<file path="src/rtl/clk_div_bank.sv">
// clk_div_bank
// Bank of NUM_CH independent programmable clock dividers running on one fast
// clock. Each channel produces a one-cycle tick (usable as a clock enable) and
// a 50%-duty square wave. Divisors are written into a shadow register and only
// take effect when the channel wraps or on a sync, so output periods never
// glitch. sync_i restarts every channel phase-aligned.
//
// Ports
//   clk_i     in   1       system clock, rising edge
//   rst       in   1       synchronous reset, active-high
//   en_i      in   NUM_CH  per-channel count enable
//   sync_i    in   1       restart all channels phase-aligned
//   wr_en_i   in   1       divisor write strobe
//   wr_ch_i   in   CH_W    channel index for the write
//   wr_div_i  in   CNT_W   new divisor N (tick period N cycles, 0 acts as 1)
//   tick_o    out  NUM_CH  registered one-cycle pulse per period
//   clk_o     out  NUM_CH  registered square wave, period 2N cycles

module clk_div_bank #(
  parameter int NUM_CH   = 3,
  parameter int CNT_W    = 27,
  parameter int INIT_DIV = 100000000,
  parameter int CH_W     = 2
) (
  input  logic              clk_i,
  input  logic              rst,
  input  logic [NUM_CH-1:0] en_i,
  input  logic              sync_i,
  input  logic              wr_en_i,
  input  logic [CH_W-1:0]   wr_ch_i,
  input  logic [CNT_W-1:0]  wr_div_i,
  output logic [NUM_CH-1:0] tick_o,
  output logic [NUM_CH-1:0] clk_o
);

  localparam logic [CNT_W-1:0] RESET_DIV = CNT_W'(INIT_DIV);
  localparam logic [CNT_W-1:0] ONE       = CNT_W'(1);

  for (genvar c = 0; c < NUM_CH; c++) begin : g_ch
    logic [CNT_W-1:0] cnt;
    logic [CNT_W-1:0] act_div;
    logic [CNT_W-1:0] pend_div;
    logic             tick_q;
    logic             sq_q;

    logic             wr_hit;
    logic [CNT_W-1:0] eff_div;
    logic             wrap;
    logic [CNT_W-1:0] next_div;

    // Indices at or above NUM_CH never match any channel, so they are ignored.
    assign wr_hit   = wr_en_i && (32'(wr_ch_i) == c);
    // A divisor of 0 is treated as 1 so the channel never stalls.
    assign eff_div  = (act_div == '0) ? ONE : act_div;
    assign wrap     = (cnt == eff_div - ONE);
    // A write landing on the same edge as a wrap/sync is used immediately.
    assign next_div = wr_hit ? wr_div_i : pend_div;

    always_ff @(posedge clk_i) begin
      if (rst) begin
        cnt      <= '0;
        act_div  <= RESET_DIV;
        pend_div <= RESET_DIV;
        tick_q   <= 1'b0;
        sq_q     <= 1'b0;
      end else begin
        if (wr_hit) begin
          pend_div <= wr_div_i;
        end
        if (sync_i) begin
          cnt     <= '0;
          tick_q  <= 1'b0;
          sq_q    <= 1'b0;
          act_div <= next_div;
        end else if (en_i[c]) begin
          if (wrap) begin
            cnt     <= '0;
            tick_q  <= 1'b1;
            sq_q    <= ~sq_q;
            act_div <= next_div;
          end else begin
            cnt    <= cnt + ONE;
            tick_q <= 1'b0;
          end
        end else begin
          tick_q <= 1'b0;
        end
      end
    end

    assign tick_o[c] = tick_q;
    assign clk_o[c]  = sq_q;
  end

endmodule

</file>
<file path="config.mk">
export PLATFORM = sky130hd
export DESIGN_NAME = clk_div_bank
export DESIGN_NICKNAME = d
export VERILOG_FILES = /design/src/rtl/clk_div_bank.sv
export SDC_FILE = /design/constraint.sdc
export NUM_CORES = 1
export LEC_CHECK = 0
export BUFFER_PORTS_ARGS = -buffer_cell sky130_fd_sc_hd__clkbuf_2
export CAP_MARGIN = 15
export CELL_PAD_IN_SITES_DETAIL_PLACEMENT = 2
export CELL_PAD_IN_SITES_GLOBAL_PLACEMENT = 2
export CORE_ASPECT_RATIO = 1.4
export CORE_MARGIN = 4
export CORE_UTILIZATION = 42
export CTS_CLUSTER_DIAMETER = 120
export DETAILED_ROUTE_END_ITERATION = 10
export GPL_ROUTABILITY_DRIVEN = 0
export PLACE_DENSITY_LB_ADDON = 0.1
export SLEW_MARGIN = 20
export SYNTH_ARGS = -nofsm -noshare
export SYNTH_HDL_FRONTEND = slang
export SYNTH_SLANG_ARGS = --single-unit
</file>
<file path="constraint.sdc">
create_clock -name clk_i -period 12.4 [get_ports clk_i]
set_input_delay 1.24 -clock clk_i [delete_from_list [all_inputs] [get_ports clk_i]]
set_output_delay 1.24 -clock clk_i [all_outputs]
set_load 0.01 [all_outputs]
</file>
==> results.cfg, run 1 <==
[timing]
worst_pin_slew_ps = 1030
relSlewSlack_pct = 31.4
tns_ps = 0
drv_slew = 0
hold_viol = 0
post-route-period-util_pct = 44.5
hold_slack_ps = 462
setup_viol = 0
timing.fmax_ghz = 0.181
rsz0062_at_grt = no
setup_slack_ps = 6890
skew_ps = 9.57
min_period_ps = 5510

[setup_path]
startpoint_type = register
startpoint = g_ch[1].act_div[5]
reg2reg_from = g_ch[1].act_div[5]
crit_required_ps = 12840
cp_max_fo = 27
reg2reg_depth = 13
critPathKind = register to register
arrival_ps = 5960
end_kind = register

[floorplan]
placementRows = 76
core_mm2 = 0.0308
dieWidth_um = 157
ios = 42
die-area_mm2 = 0.0341
die_height_um = 217
initial_utilization_pct = 42.5

[clock_tree]
clock-root-buffer = clkbuf_16
clkTransAtPathRegs_ps = 60
cts_resized = 0
clock_latency_ps = 560
hold_buffers = 0
postCtsSetupRepairBufs = 0
clock_path_buffers = 3
cts_tree = yes
cts_max_level = 1
cts_buffers = 28
numClockSinks = 249

[synth]
avgSynthCellArea_um2 = 8.53
syn_nets = 1579
syn_inst = 1537
post_synth_num_cell_types = 85
syn-cell-area_mm2 = 0.0131
synth_warnings = 0
ys_seq_elements = 249
yosysSeqAreaShare_pct = 38.0
synth_edf_count = 0
synth-async-reset-ratio_pct = 0
yosys_most_used_dff = dfxtp_1

[power]
p_sw_share_pct = 24.7
finalPower_uw = 1860
internal_power_uw = 1400
pwr_density_cell_mw_per_mm2 = 129
comb_power_share_pct = 7.9
leakage_uw = 0.00516
p_switching_uw = 460
vdd_ir_drop_max_uv = 90.7
p_clk_share_pct = 46.8
seqPwrFrac_pct = 45.3

[run_status]
status = finished clean

[global_route]
grt_max_degree = 92
grt_pass1_vias = 12420
grt_usage_pct = 24.9
antenna_found_initial = 0
grt_overflow_total = 0
grt_pass1_wl_um = 68500

[hold_path]
hold_class = register to register
min_path_cells = 2
min_from = g_ch[1].pend_div[19]

[placement]
io_buffers = 41
post_dp_cell_area_mm2 = 0.0135
dp_hpwl_um = 31400
pre_cts_slack_ps = 6950

[routing]
first_pass_iters = 4
dr_total_vias = 11306
wl_um = 42300
drc = 0
wl_per_cell_um = 21.8
first_iter_violations = 482
ant_nets = 0
viasPerCell = 5.83

[cells_and_area]
final_nets = 1572
finalInstanceArea_mm2 = 0.0145
drive_gt1_share_pct = 14.5
area_growth_pct = 10.5
diodes = 0
mostFrequentLayoutCell = dfxtp_1
final_cell_mix = dfxtp_1, nand2_1, nor2_1, xor2_1, xnor2_1

[job]
drv_cap = 0
-- cells in the mapped netlist (10+ instances only) --
cell | instances | area [um2]
o22a_1 | 12 | 105
xnor2_1 | 80 | 701
nor2_1 | 113 | 424
nand2b_1 | 10 | 62.6
nor3_1 | 64 | 320
nand2_1 | 227 | 852
nand3_1 | 50 | 250
o211ai_1 | 10 | 75.1
nor4_1 | 23 | 144
clkbuf_1 | 73 | 274
or3_1 | 26 | 163
o21ai_0 | 15 | 75.1
nand4_1 | 26 | 163
or4_1 | 11 | 82.6
xor2_1 | 86 | 753
mux2_2 | 72 | 811
and4_1 | 12 | 105
a31oi_1 | 10 | 62.6
or2_2 | 34 | 213
nand3b_1 | 40 | 300
inv_1 | 16 | 60.1
a21oi_1 | 61 | 305
nor2b_1 | 47 | 294
dfxtp_1 | 249 | 4980
and3_1 | 25 | 156
-- worst paths after layout --
kind,end,slack (ps)
setup reg to reg,g_ch[1].act_div[0],6890
hold / removal,g_ch[1].pend_div[19],460
hold reg to reg,g_ch[1].pend_div[19],460
setup / recovery,g_ch[1].act_div[0],6890
-- routing by layer --
metal  vias up  wire length [um]  share of wire (%)  global-route usage (%)
met5         -                 0                  0                       0
met2       149             22800                 54                    47.6
met1      5711             16900                 40                    28.2
met3        99              1010                2.4                    2.59
met4         0              1570                3.7                    8.72
li1       5347                 -                  -                       -
-- logic make-up after synthesis --
group | Yosys count | synth area share, %
AOI/OAI and AO/OA | 180 | 9.83
xor gates and xnor gates | 168 | 11.4
adders and majority gates | 6 | 0.573
buffers and inverters | 108 | 3.61
DFF | 249 | 38.0
muxes | 82 | 6.98
and+or+nand+nor | 744 | 29.5
-- through the flow --
stage          std cells  util, %
5_1_grt             1940     47.0
4_1_cts             1938     46.9
3_5_place_dp        1888     43.8
2_1_floorplan       1537        -
6_report            1940     47.0
3_3_place_gp        1888     43.8
-- critical path, stage by stage, from the launching register on --
cell	delay [ps]
dfxtp_1	380
nor4_1	880
nand4_1	360
nor2_1	530
a21oi_1	160
ha_1	260
nor3b_1	250
and2_1	240
o21ai_0	180
a31oi_1	130
nor4_1	440
nand4_1	360
o21ai_4	800
mux2_2	420
-- area by class of cell --
cell class	instances	area (um2)
Inverter	17	63.8
Clock inverter	9	124
Fill cell	3440	16300
Timing Repair Buffer	54	313
Multi-Input combinational cell	1180	7670
Tap cell	390	488
Sequential cell	249	4980
Clock buffer	41	831
-- power groups by stage --
stage | logic (uW) | registers, uW | clock network [uW]
6_report | 148 | 843 | 870
5_1_grt | 162 | 845 | 934
4_1_cts | 148 | 843 | 894
3_5_place_dp | 146 | 860 | 0
3_3_place_gp | 140 | 859 | 0
2_1_floorplan | 102 | 850 | 0
-- sequential cells by signal, indices dropped and copies added, names as in the netlist --
register / count
g_ch.act_div: 81
g_ch.cnt: 81
g_ch.pend_div: 81
g_ch.sq_q: 3
g_ch.tick_q: 3
(Power assumes the default switching activity.)
==> run 2: changes to the inputs <==
Settings changed: CORE_UTILIZATION 42 to 35.
Clock period 12.4 ns to 4.53 ns, I/O delays scaled along.
==> run 2 against run 1 <==
Sequential power rose to 2.7 times the previous value; final area is 3.0% higher; total power rose to 2.7 times the previous value; worst setup slack worse by 6700 ps; worst hold slack got worse by 260 ps; routed wire length up 2.7%; clock-buffer cell count up 2; clock skew grew 1.3 ps; sequential share of layout area is 1.0 points lower; sequential cell count did not move; die area rose by 19%; critical endpoint is now g_ch[2].act_div[5]; largest power group unchanged; highest routed layer unchanged.
==> results.cfg, run 2 (synthesis gave the netlist of run 1 again) <==
[timing]
skew_ps = 10.8
post-route-period-util_pct = 94.8
worst_pin_slew_ps = 1180
rsz0062_at_grt = no
setup_viol = 0
timing.fmax_ghz = 0.233
hold_slack_ps = 204
min_period_ps = 4300
tns_ps = 0
relSlewSlack_pct = 21.2
drv_slew = 0
hold_viol = 0

[routing]
dr_wl_met2_um = 23200
first_pass_iters = 4
top_layer_used = met4
ant_nets = 0
viasPerCell = 5.45
wl_um = 43400
wl_met3_um = 1110
wl_per_cell_um = 21.1
drt-met1-wl_um = 17700
drc = 0
first_iter_violations = 393
dr_total_vias = 11209

[run_status]
status = finished clean

[cells_and_area]
final_util_pct = 40.4
final_nets = 1612
final_cell_mix = dfxtp_1, nand2_1, nor2_1, xor2_1, xnor2_1
fillerInstances = 4151
diodes = 0
mostFrequentLayoutCell = dfxtp_1
area_growth_pct = 13.8
drive_gt1_share_pct = 16.8
reg.largest.list = g_ch.act_div: 81 flops, g_ch.cnt: 81 flops, g_ch.pend_div: 81 flops

[placement]
dp_hpwl_um = 32900
io_buffers = 41

[floorplan]
dieWidth_um = 172
die-area_mm2 = 0.0406
placementRows = 83
initial_utilization_pct = 35.5
core_mm2 = 0.0369
ios = 42
die_height_um = 237

[clock_tree]
clkTransAtPathRegs_ps = 60
cts_max_level = 1
numClockSinks = 249
clock_latency_ps = 560
cts_tree = yes
clock_path_buffers = 3
cts_buffers = 28
hold_buffers = 0
clock-root-buffer = clkbuf_16

[global_route]
grt_usage_pct = 21.1
grt_pass1_wl_um = 68800
antenna_found_initial = 0
grt_pass1_vias = 12416
grt_overflow_total = 0
grt_max_degree = 71

[power]
vdd_ir_drop_max_uv = 268
finalPower_uw = 5070
leakage_uw = 0.00536
pwr_density_cell_mw_per_mm2 = 340

[setup_path]
critPathKind = register to register
path_cells = or4_1 > nor2_1 > a41oi_1 > ha_1 > nor2b_1 > nor4b_4 > a211o_1 > a221oi_1 > o211ai_1 > nor4_1 > a31oi_2 > buf_4 > mux2_2
startpoint_type = register
end_kind = register
arrival_ps = 4740
r2r_slack_ps = 230
cp_max_fo = 27
slowest_delay_ps = 610
cp_slowest_cell = or4_1
path_buf_inv = 1
crit_required_ps = 4980
critical_path.top_delay_family = simple AND/OR/NAND/NOR gates

[job]
drv_cap = 0

[hold_path]
hold_class = input port to register
[run 2: changes by cell type in the layout (fill, tap and decap cells not counted), moves of 2 or more]
| cell | previous run | this run |
|---|---|---|
| buf_12 | 0 | 4 |
| buf_4 | 12 | 49 |
| bufinv_16 | 3 | 1 |
| clkbuf_1 | 6 | 4 |
| clkbuf_8 | 6 | 10 |
[run 2: worst paths after layout]
path | depth (start not counted) | end | startpoint
max | 13 | g_ch[2].act_div[5] | g_ch[2].act_div[12]
min | 3 | g_ch[2].pend_div[1] | wr_div_i[1]
max reg2reg | 13 | g_ch[2].act_div[5] | g_ch[2].act_div[12]
min reg2reg | 2 | g_ch[0].pend_div[19] | g_ch[0].pend_div[19]
[run 2: cell type report]
cell class / instances / area, um2 / area share (%)
Clock buffer: 43 / 878 / 5.89
Clock inverter: 7 / 66.3 / 0.445
Inverter: 17 / 63.8 / 0.428
Multi-Input combinational cell: 1180 / 7670 / 51.5
Sequential cell: 249 / 4980 / 33.4
Tap cell: 467 / 584 / 3.92
Timing Repair Buffer: 94 / 659 / 4.42
[run 2: timing repair]
action	4_1_cts	5_1_grt
buffers inserted	0	1
resized for setup	0	2
endpoints found under the setup margin	0	37
[run 2: power by group]
group          internal (uW)  total [uW]  switching, uW
combinational            172         439            267
clock                   1380        2330            953
sequential              2250        2300           49.3
[run 2: through the flow]
stage                     cells  cell area [um2]  setup slack, ps
after floorplan            1537            13100              411
after global placement     2005            13900              275
after detailed placement   2006            13900              103
after CTS                  2056            14900             50.2
after global routing       2057            14900             25.2
final                      2057            14900              234
[run 2: metal layers]
metal	global-route usage (%)	vias up
li1	-	5428
met1	24.0	5598
met2	40.4	121
met3	2.29	62
met4	6.85	0
met5	0	-
[run 2: tightest hold or removal path, stage by stage]
cell and delay, ps:
clkbuf_2 120, nand2_1 70, a21oi_1 70
==> run 3: changes to the inputs <==
Settings changed: ABC_AREA set to 1, BUFFER_PORTS_ARGS -buffer_cell sky130_fd_sc_hd__clkbuf_2 to -buffer_cell sky130_fd_sc_hd__buf_2, CORE_UTILIZATION 35 to 32.
==> run 3 against run 2 <==
Combinational power up 91%; core utilization fell by 4.0 points; largest cell class unchanged; cell count grew 35%; critical path depth increased by 10; worst hold slack gained 33 ps; clock power rose by 11%; highest routed layer unchanged.
==> results.cfg, run 3 <==
[run_status]
status = finished clean

[setup_path]
crit_required_ps = 5000
end_kind = register
r2r_slack_ps = 470
startpoint_type = register
arrival_ps = 4530
cp_max_fo = 13
startpoint = g_ch[0].act_div[16]
critPathKind = register to register
reg2reg_from = g_ch[0].act_div[16]

[clock_tree]
cts_buffers = 30
cts_tree = yes
clock_latency_ps = 580
cts_max_level = 1
clkTransAtPathRegs_ps = 60
clock-root-buffer = clkbuf_16
clock_path_buffers = 3
numClockSinks = 249

[hold_path]
hold_class = input port to register
min_from = en_i[2]

[routing]
drc = 0
wl_um = 55200
first_iter_violations = 379
ant_nets = 0
viasPerCell = 5.01
first_pass_iters = 4
wl_per_cell_um = 19.9
dr_total_vias = 13899

[timing]
setup_viol = 0
post-route-period-util_pct = 89.5
drv_slew = 0
rsz0062_at_grt = no
timing.fmax_ghz = 0.247
worst_pin_slew_ps = 927
hold_viol = 0
skew_ps = 10.3
relSlewSlack_pct = 38.0
tns_ps = 0
min_period_ps = 4060

[power]
pwr_density_cell_mw_per_mm2 = 362
p_sw_share_pct = 28.7
p_switching_uw = 1670
comb_power_share_pct = 14.5
p_clk_share_pct = 44.6
internal_power_uw = 4140
seqPwrFrac_pct = 40.9
vdd_ir_drop_max_uv = 241
leakage_uw = 0.00758

[synth]
yosys-top-cells-area = dfxtp_1, nand2_1, nor2_1
yosysTopAreaCell = dfxtp_1
yosysMostFrequentCell = nand2_1
yosys-top-cells-count = nand2_1, nor2_1, inv_1
yosys_most_used_dff = dfxtp_1
avgSynthCellArea_um2 = 6.56
yosysSeqAreaShare_pct = 35.1
synth_warnings = 0
post_synth_num_cell_types = 44
syn_inst = 2163
synth-async-reset-ratio_pct = 0
synth_edf_count = 0
ys_seq_elements = 249
syn-cell-area_mm2 = 0.0142
synth_top_area_share_pct = 35.1
syn_nets = 2205

[global_route]
grt_max_degree = 54
grt_usage_pct = 22.9
antenna_found_initial = 0
grt_overflow_total = 0
grt_pass1_vias = 15257
grt_pass1_wl_um = 85300

[job]
drv_cap = 0

[cells_and_area]
final_util_pct = 36.5
final_nets = 2237
reg.largest.list = g_ch.act_div: 81 flops, g_ch.cnt: 81 flops, g_ch.pend_div: 81 flops
drive_gt1_share_pct = 9.01
mostFrequentLayoutCell = nand2_1
stdcell_count = 2777
area_growth_pct = 13.0
final_cell_mix = nand2_1, nor2_1, inv_1, dfxtp_1, nand3_1
diodes = 0

[floorplan]
die-area_mm2 = 0.0478
core_mm2 = 0.0439
dieWidth_um = 186
placementRows = 91
initial_utilization_pct = 32.3
die_height_um = 257
ios = 42

[placement]
placed_cells = 2720
dp_hpwl_um = 44700
io_buffers = 41
[run 3: cell count changes after synthesis, sizes merged, moves of 30 or more]
cell	delta
a21oi	-44
clkbuf	-43
inv	+287
mux2	-60
nand2	+365
nand3	+65
nor2	+278
nor2b	-47
o211ai	+30
[run 3: per-stage QoR]
stage	setup WS [ps]	total power [uW]	hold WS, ps	instance area, um2
after global routing	94.2	6110	224	16000
after CTS	187	5910	210	16000
after floorplan	1670	2960	444	14200
after detailed placement	205	3280	469	15000
final	474	5810	236	16000
after global placement	272	3240	460	15000
[run 3: kinds of logic after synthesis]
kind of cell | Yosys count | synth area share (%)
adders and majority gates | 6 | 0.529
AOI/OAI and AO/OA | 105 | 4.84
and+or+nand+nor | 1258 | 37.8
xor gates and xnor gates | 159 | 9.82
muxes | 15 | 1.19
DFF | 249 | 35.1
buffers and inverters | 371 | 10.6
[run 3: final timing paths]
| path | endpoint | depth (start not counted) |
|---|---|---|
| setup / recovery | g_ch[0].cnt[15] | 23 |
| setup reg to reg | g_ch[0].cnt[15] | 23 |
| hold reg to reg | g_ch[0].sq_q | 2 |
| hold / removal | g_ch[2].cnt[0] | 3 |
[run 3: timing repair]
action	in CTS	in global routing
buffers inserted	0	1
gates resized for setup	0	2
endpoints found under the setup margin	0	13
endpoints found under the hold margin	0	0
hold buffers	0	0
[run 3: cell type report]
| cell class | count | area, um2 |
|---|---|---|
| sequential | 249 | 4980 |
| timing repair buffer | 67 | 450 |
| fill | 5338 | 27900 |
| inverter | 304 | 1140 |
| multi-input combinational | 1543 | 7690 |
| clock inverter | 11 | 160 |
| clock buffer | 45 | 898 |
| tap | 558 | 698 |
[run 3: worst max-delay path, cell delays in order, from the launching register on]
cell        delay (ps)
dfxtp_1            450
nor2_1             120
nand2_1            120
nor2_1              90
nand2_1            150
nor2_1              70
nor2_1             140
ha_1               230
nand2_1            110
nor2_2             340
nand2_1            240
inv_1              160
nand2_1             70
xor2_1             210
nand3_1            110
nor2_1             100
nand3_1            220
o21bai_1           200
nand2_1            100
nand2_2            240
clkinvlp_4         130
buf_4              200
nand2_1             80
inv_1               40
[run 3: metal layers]
| layer | vias up | GRT usage (%) | routed length [um] |
|---|---|---|---|
| met2 | 159 | 47.2 | 32100 |
| met1 | 6871 | 22.5 | 19700 |
| li1 | 6762 | - | - |
| met5 | - | 0 | 0 |
| met3 | 107 | 1.97 | 951 |
| met4 | 0 | 9.46 | 2450 |
[run 3: power by group through the flow]
| stage | Sequential [uW] | Clock, uW | Combinational (uW) |
|---|---|---|---|
| 6_report | 2380 | 2590 | 840 |
| 5_1_grt | 2390 | 2780 | 943 |
| 4_1_cts | 2380 | 2680 | 855 |
| 3_5_place_dp | 2430 | 0 | 848 |
| 3_3_place_gp | 2420 | 0 | 821 |
| 2_1_floorplan | 2390 | 0 | 564 |
